### src/rtl/imem_arb.sv
// Shared memory-port arbiter for instruction fetch and the load/store unit.
// One transaction in flight; LSU has priority, with a streak limit so fetch cannot starve.
module imem_arb #(
  parameter int MAX_LS_STREAK = 4,
  parameter int AW            = 32
) (
  input  logic          clk,
  input  logic          rst,
  input  logic          flush,
  input  logic          if_req_val,
  output logic          if_req_rdy,
  input  logic [AW-1:0] if_addr,
  output logic          if_rsp_val,
  output logic [31:0]   if_rsp_data,
  input  logic          ls_req_val,
  output logic          ls_req_rdy,
  input  logic [AW-1:0] ls_addr,
  input  logic          ls_wen,
  input  logic [31:0]   ls_wdata,
  input  logic [3:0]    ls_wstrb,
  output logic          ls_rsp_val,
  output logic [31:0]   ls_rsp_data,
  output logic          mem_req_val,
  input  logic          mem_req_rdy,
  output logic [AW-1:0] mem_addr,
  output logic          mem_wen,
  output logic [31:0]   mem_wdata,
  output logic [3:0]    mem_wstrb,
  input  logic          mem_rsp_val,
  input  logic [31:0]   mem_rsp_data
);

  typedef enum logic [1:0] {IDLE, WAIT_IF, WAIT_LS} state_t;

  typedef struct packed {
    logic [AW-1:0] addr;
    logic          wen;
    logic [31:0]   wdata;
    logic [3:0]    wstrb;
  } mem_req_t;

  localparam logic [3:0] MAX_CNT = 4'(MAX_LS_STREAK);

  state_t     state, state_nxt;
  logic [3:0] streak, streak_nxt;
  logic       drop, drop_nxt;
  logic       if_ok, sel_ls, sel_if;
  mem_req_t   req;

  assign if_ok = if_req_val & ~flush;

  always_comb begin
    state_nxt   = state;
    streak_nxt  = streak;
    drop_nxt    = drop;
    sel_ls      = 1'b0;
    sel_if      = 1'b0;
    req         = '0;
    mem_req_val = 1'b0;
    if_req_rdy  = 1'b0;
    ls_req_rdy  = 1'b0;
    if_rsp_val  = 1'b0;
    ls_rsp_val  = 1'b0;
    case (state)
      IDLE: begin
        drop_nxt = 1'b0;
        // Gate on rst so nothing is offered to the bus while held in reset.
        if (!rst) begin
          sel_ls = ls_req_val & ~(if_ok & (streak == MAX_CNT));
          sel_if = if_ok & ~sel_ls;
        end
        mem_req_val = sel_ls | sel_if;
        if (sel_ls) req = '{addr: ls_addr, wen: ls_wen, wdata: ls_wdata, wstrb: ls_wstrb};
        else if (sel_if) req = '{addr: if_addr, wen: 1'b0, wdata: 32'h0, wstrb: 4'h0};
        if_req_rdy = sel_if & mem_req_rdy;
        ls_req_rdy = sel_ls & mem_req_rdy;
        if (mem_req_val && mem_req_rdy) begin
          if (sel_ls) begin
            state_nxt = WAIT_LS;
            if (if_req_val) streak_nxt = (streak == MAX_CNT) ? streak : streak + 4'd1;
            else            streak_nxt = 4'd0;
          end else begin
            state_nxt  = WAIT_IF;
            streak_nxt = 4'd0;
          end
        end
      end
      WAIT_IF: begin
        if (mem_rsp_val) begin
          // A flush in the same cycle as the data still kills it.
          if_rsp_val = ~drop & ~flush;
          drop_nxt   = 1'b0;
          state_nxt  = IDLE;
        end else if (flush) begin
          drop_nxt = 1'b1;
        end
      end
      WAIT_LS: begin
        if (mem_rsp_val) begin
          ls_rsp_val = 1'b1;
          state_nxt  = IDLE;
        end
      end
      default: state_nxt = IDLE;
    endcase
  end

  assign mem_addr    = req.addr;
  assign mem_wen     = req.wen;
  assign mem_wdata   = req.wdata;
  assign mem_wstrb   = req.wstrb;
  assign if_rsp_data = if_rsp_val ? mem_rsp_data : 32'h0;
  assign ls_rsp_data = ls_rsp_val ? mem_rsp_data : 32'h0;

  always_ff @(posedge clk or posedge rst) begin
    if (rst) begin
      state  <= IDLE;
      streak <= 4'd0;
      drop   <= 1'b0;
    end else begin
      state  <= state_nxt;
      streak <= streak_nxt;
      drop   <= drop_nxt;
    end
  end

endmodule
### config.mk
export PLATFORM = sky130hd
export DESIGN_NAME = imem_arb
export DESIGN_NICKNAME = d
export VERILOG_FILES = /design/src/rtl/imem_arb.sv
export SDC_FILE = /design/constraint.sdc
export NUM_CORES = 1
export LEC_CHECK = 0
export BUFFER_PORTS_ARGS = -buffer_cell sky130_fd_sc_hd__buf_2
export CAP_MARGIN = 20
export CORE_AREA = 5 5 104 106
export CTS_BUF_LIST = sky130_fd_sc_hd__clkbuf_8 sky130_fd_sc_hd__clkbuf_16
export DETAILED_ROUTE_END_ITERATION = 7
export DIE_AREA = 0 0 109 111
export HOLD_SLACK_MARGIN = 0.02
export PLACE_DENSITY = 0.61
export SLEW_MARGIN = 30
export SYNTH_ARGS = -nofsm -noshare
export SYNTH_HDL_FRONTEND = slang
export SYNTH_SLANG_ARGS = --single-unit
### constraint.sdc
create_clock -name clk -period 2.4 [get_ports clk]
set_clock_uncertainty 0.15 [all_clocks]
set_input_delay 0.72 -clock clk [delete_from_list [all_inputs] [get_ports clk]]
set_output_delay 0.72 -clock clk [all_outputs]
set_load 0.05 [all_outputs]
== Word-level counts from Yosys, hierarchy flattened ==
Index checks and enable logic that the tools add are counted.
Widths: inputs -> output; s select.

* Reduce and logical (&&, ||, !) cells: 7
* Add/sub/neg operators: 1
* Equality and inequality tests: 7
* Bitwise operators: 12
* Mux-type cells: 26

{| class="wikitable"
|+ Operator list
! operator !! number
|-
| $mux 69 || 3
|-
| $mux 32 || 2
|-
| $mux 1 || 13
|-
| $mux 4 || 3
|-
| $and 1x1->1 || 7
|-
| $mux 2 || 3
|-
| $ne 3x3->1 const B || 2
|-
| $add 4x1->4 const B || 1
|-
| $eq 4x3->1 const B || 1
|-
| $not 1->1 || 4
|-
| $pmux 2 s2 || 1
|-
| $reduce_and 2->1 || 2
|-
| $reduce_and 3->1 || 1
|-
| $eq 2x1->1 const B || 1
|-
| $eq 2x2->1 const B || 1
|-
| $logic_not 2->1 || 1
|-
| $ne 2x1->1 const B || 1
|-
| $ne 2x2->1 const B || 1
|-
| $pmux 1 s2 || 1
|-
| $reduce_bool 2->1 || 1
|-
| $reduce_or 2->1 || 1
|-
| $logic_and 1x1->1 || 1
|-
| $or 1x1->1 || 1
|}

* Output and inout port bits: 138
* Bits in registers: 7
* Input bits: 140
* Logic and storage cells: 56

== Longest topological paths before layout ==
* Depth after elaboration: 13
* Gate-level depth with buffers: 7
* Mapped depth without buffers: 6

== Worst setup path after synthesis ==
OpenSTA, ideal clock, no wires.

* Kind: input -> output
* Start point: input flush
* End point: output if_rsp_data[22]
* Slack: -0.629 ns
* Data required time: 1.530 ns
* Stages on the path: 4
* Arrival: 2.159 ns
* Path buffers: 1
* Path through: nor2_1 > and3_1 > clkbuf_1 > and2_1

* Word-level cells in the longest chain between the ends: 5

{| class="wikitable"
|+ Ends and longest elaborated chain
! item !! line !! source
|-
| start: declaration || 9 || <nowiki>input logic flush,</nowiki>
|-
| $not 1->1 || 91 || <nowiki>if_rsp_val = ~drop & ~flush;</nowiki>
|-
| $and 1x1->1 || 91 ||
|-
| $mux 1 || 89 || <nowiki>if (mem_rsp_val) begin</nowiki>
|-
| $mux 1 || 64 || <nowiki>case (state)</nowiki>
|-
| named net if_rsp_val || 13 || <nowiki>output logic if_rsp_val,</nowiki>
|-
| $mux 32 || 112 || <nowiki>assign if_rsp_data = if_rsp_val ? mem_rsp_data : 32'h0;</nowiki>
|-
| end: declaration || 14 || <nowiki>output logic [31:0] if_rsp_data,</nowiki>
|}

The timed path passes the listed nets, and every way through them passes these cells.

== Final worst setup path ==
* Start point: input flush
* End point: output mem_addr[8]

* Word-level cells in the longest chain between the ends: 12
* Elaborated cells between the ends (all ways): 14
* Those cells by class: mux: 7; bitwise: 7

{| class="wikitable"
|+ Ends and longest elaborated chain
! item !! line !! source
|-
| $not 1->1 * || 50 || <nowiki>assign if_ok = if_req_val & ~flush;</nowiki>
|-
| $and 1x1->1 * || 50 ||
|-
| $and 1x1->1 || 69 || <nowiki>sel_ls = ls_req_val & ~(if_ok & (streak == MAX_CNT));</nowiki>
|-
| $not 1->1 || 69 ||
|-
| $and 1x1->1 || 69 ||
|-
| $not 1->1 || 70 || <nowiki>sel_if = if_ok & ~sel_ls;</nowiki>
|-
| $and 1x1->1 || 70 ||
|-
| $mux 1 || 68 || <nowiki>if (!rst) begin</nowiki>
|-
| $mux 1 || 64 ||
|-
| $mux 69 || 74 || <nowiki>else if (sel_if) req = '{addr: if_addr, wen: 1'b0, wdata: 32'h0, wstrb: 4'h0};</nowiki>
|-
| $mux 69 * || 73 || <nowiki>if (sel_ls) req = '{addr: ls_addr, wen: ls_wen, wdata: ls_wdata, wstrb: ls_wstrb};</nowiki>
|-
| $mux 69 * || 64 ||
|-
| end: declaration || 25 || <nowiki>output logic [AW-1:0] mem_addr,</nowiki>
|}

Mark *: on every way between the ends. The rest lies on a longest branch, timed or not. The select of a mux whose other input is x is not followed.

==> flow_summary_export.csv <==
group,metric,value,unit
run_status,status,"complete, but fails checks",
run_status,violations,"setup timing",
route,drc_errors,0,
worst_setup_path,critPathMaxFanout,7,
floorplan,initial_utilization,16.1,%
worst_setup_path,required,1.53,ns
synthesis,synthArstFlopShare,100,%
global_routing,grt_use_met2,39.9,%
synthesis,synth_top_family_by_area,"simple AND/OR/NAND/NOR gates",
synthesis,ys_ff_latch,7,
synthesis,synth.most_common_cell,"and2_1",
power_and_ir_drop,ir_drop,0.393,mV
timing,maxSlewHeadroom,79.5,%
worst_setup_path,path_cells,"buf_6, nand2b_4, o21ai_4, nor2_4, buf_12, clkbuf_16, a22o_4, buf_6",
placed_design,gp_congestion,0.802,
worst_setup_path,cpPeakStageDelay,0.25,ns
synthesis,synth_mux_area_share,2.65,%
route,post_drt_wl_per_cell,20.3,µm
timing,max_freq,0.360,GHz
synthesis,yosysTopAreaCell,"and2_1",
synthesis,synthTopCellsByCount,"and2_1 (70), a22o_1 (34), and3_1 (33)",
global_routing,grt_max_degree,36,
clock_network,path_clk_slew,0.04,ns
worst_hold_path,hp-class,"input port to asynchronous set/reset pin",
power_and_ir_drop,p_leak,0.00296,µW
synthesis,synth_edf_count,0,
clock_network,clock_sink_count,7,
timing,layout_min_cycle_time,2.78,ns
floorplan,core,9680,µm²
route,drtAntennaViolNets,0,
clock_network,cts_root_buf,"clkbuf_8",
timing,drv_slew,0,
synthesis,synth_cells,212,
synthesis,synth_top_cell_area_share,28.2,%
synthesis,yosys.area_share.simple,49.7,%
floorplan,num_rows,36,
route,wl,13600,µm
synthesis,netlist_area,1560,µm²
synthesis,ys.flop_type,"dfrtp_1",
finish,area_delta_synth_final,281,%
run,cap_violations,0,
global_routing,use_met1,21.4,%
finish,final_util,61.2,%
synthesis,synth.distinct_cells,31,
clock_network,clk_path_buf_depth,2,
placed_design,numPlacedInstances,631,
global_routing,grt_pass1_wl,19700,µm
timing,hold_viol,0,
timing,setup-violations-final,114,
clock_network,clock_latency,0.23,ns
route,firstDrtPassIters,4,
power_and_ir_drop,powerDensity,565,nW/µm²
floorplan,die_width,109,µm
floorplan,io_pins,278,
floorplan,die_area,12100,µm²
synthesis,yosysWarnings,0,
finish,nFillCells,746,
global_routing,met3_usage,3.96,%
global_routing,antenna_found_initial,1,
synthesis,synth-xor-area-share,0,%
synthesis,syn_area_per_cell,7.34,µm²
timing,setup_slack,-0.380,ns
synthesis,synth-adder-area-share,4.02,%
route,avgViaCountPerCell,4.56,
finish,drive_gt1_share,93.5,%
timing,worst_pin_slew,0.304,ns
clock_network,cts_tree,"built",
synthesis,ys_seq_area_share,11.3,%
clock_network,cts_buffers,3,
placed_design,numPortBuffers,277,
global_routing,grt_pass1_vias,3416,
synthesis,synth-compound-area-share,24.9,%
timing,grt_setup_unrepaired,"true",
worst_setup_path,crit_path_top_delay_cell,"a22o_4",
synthesis,synth_area_leaders,"and2_1 (28%), a22o_1 (19%), and3_1 (13%)",
worst_setup_path,cp_common_cell,"buf_6",
finish,num-nets-final,682,
synthesis,mappedNetlistNets,357,
global_routing,grt.busiest_layer,"met2",
clock_network,htreeDepth,1,
worst_setup_path,worstPathArrival,1.91,ns
worst_setup_path,end_kind,"primary output",
global_routing,overflow,0,
route,drt_iter0_drc,135,
global_routing,grt_usage,20.8,%
worst_setup_path,crit_path_start_kind,"input port",
floorplan,die_height,111,µm
worst_setup_path,worstSetupPathType,"input port to primary output",
route,num_vias,3054,
placed_design,dp_hpwl,8180,µm
finish,fin_cells,670,
timing,finalCritPeriodShare,116,%
[kinds of logic after synthesis]
family / count (synthesis)
AOI/OAI and AO/OA: 44
adders and majority gates: 5
buffers and inverters: 26
DFF: 7
muxes: 4
and+or+nand+nor: 126
[final cells by class]
class	count	area [µm²]	area share [%]
diodes	1	2.50	0.0422
clock buffers	3	41.3	0.696
clock inverters	1	3.75	0.0633
inverters	6	26.3	0.443
multi-input cells	183	2030	34.2
flip-flops and latches	7	175	2.95
well taps	133	166	2.81
repair buffers	336	3490	58.8
[repair_timing]
action / CTS / global route
pin swaps: 92 / 30
hold buffers: 0 / 0
resized for setup: 437 / 13
endpoints found under the setup margin: 138 / 139
buffers inserted: 16 / 4
gates cloned: 16 / 2
[critical path: cells and delay by family]
family | cells | cell delay (ns)
buf+inv | 4 | 0.56
compound gates | 2 | 0.42
simple gates | 2 | 0.20
[cell usage in the layout, fill, tap and decap left out, types with 2 or more instances in the layout]
cell	netlist	final
buf_2	5	137
buf_8	0	91
and2_4	0	70
buf_6	0	49
and3_4	0	37
a22o_4	0	32
buf_4	3	31
buf_12	0	15
buf_16	0	11
dfrtp_1	7	7
nand2_1	5	4
inv_2	0	4
nor2_4	0	4
nor2_1	8	3
mux2i_1	3	3
nor2_2	2	3
ha_4	0	3
clkbuf_8	0	3
inv_1	6	2
nand3b_1	2	2
a22o_1	34	2
clkbuf_16	0	2
[metrics by stage]
step / TNS (ns) / area [µm²] / hold slack (ns) / total power, µW / setup slack (ns)
3_3_place_gp: -41.44 / 3860 / 0.337 / 2180 / -0.473
2_1_floorplan: -4.23 / 2100 / 0.317 / 1620 / -0.115
3_5_place_dp: -43.25 / 3860 / 0.355 / 2200 / -0.480
4_1_cts: -29.65 / 5870 / 0.385 / 3310 / -0.364
5_1_grt: -36.29 / 5930 / 0.387 / 3490 / -0.400
6_report: -31.75 / 5930 / 0.382 / 3350 / -0.380
[flip-flops by register name, summed over array words and instances, names as in the netlist]
signal,count
state,2
drop,1
streak,4
[worst paths after layout]
check                         start     endpoint  slack [ns]  cells after the start
max                           flush  mem_addr[8]       -0.38                      8
min                             rst     state[1]        0.38                      3
max reg2reg                state[1]    streak[3]        0.14                      9
min reg2reg                    drop         drop        0.43                      1
max in group asynchronous       rst    streak[1]        1.58                      3
min in group clk               drop         drop        0.43                      1
[power by group]
group | internal [µW] | total (µW) | switching, µW
Combinational | 1470 | 3000 | 1530
Sequential | 157 | 185 | 28.1
Clock | 111 | 166 | 55.1
Total | 1740 | 3350 | 1610
[per-layer routing]
metal / routed length, µm / part of all wire, %
met1: 4700 / 35
met2: 7390 / 54
met3: 966 / 7.1
met4: 545 / 4.0
met5: 0 / 0
Note: power is estimated with default switching activity, not from simulation.
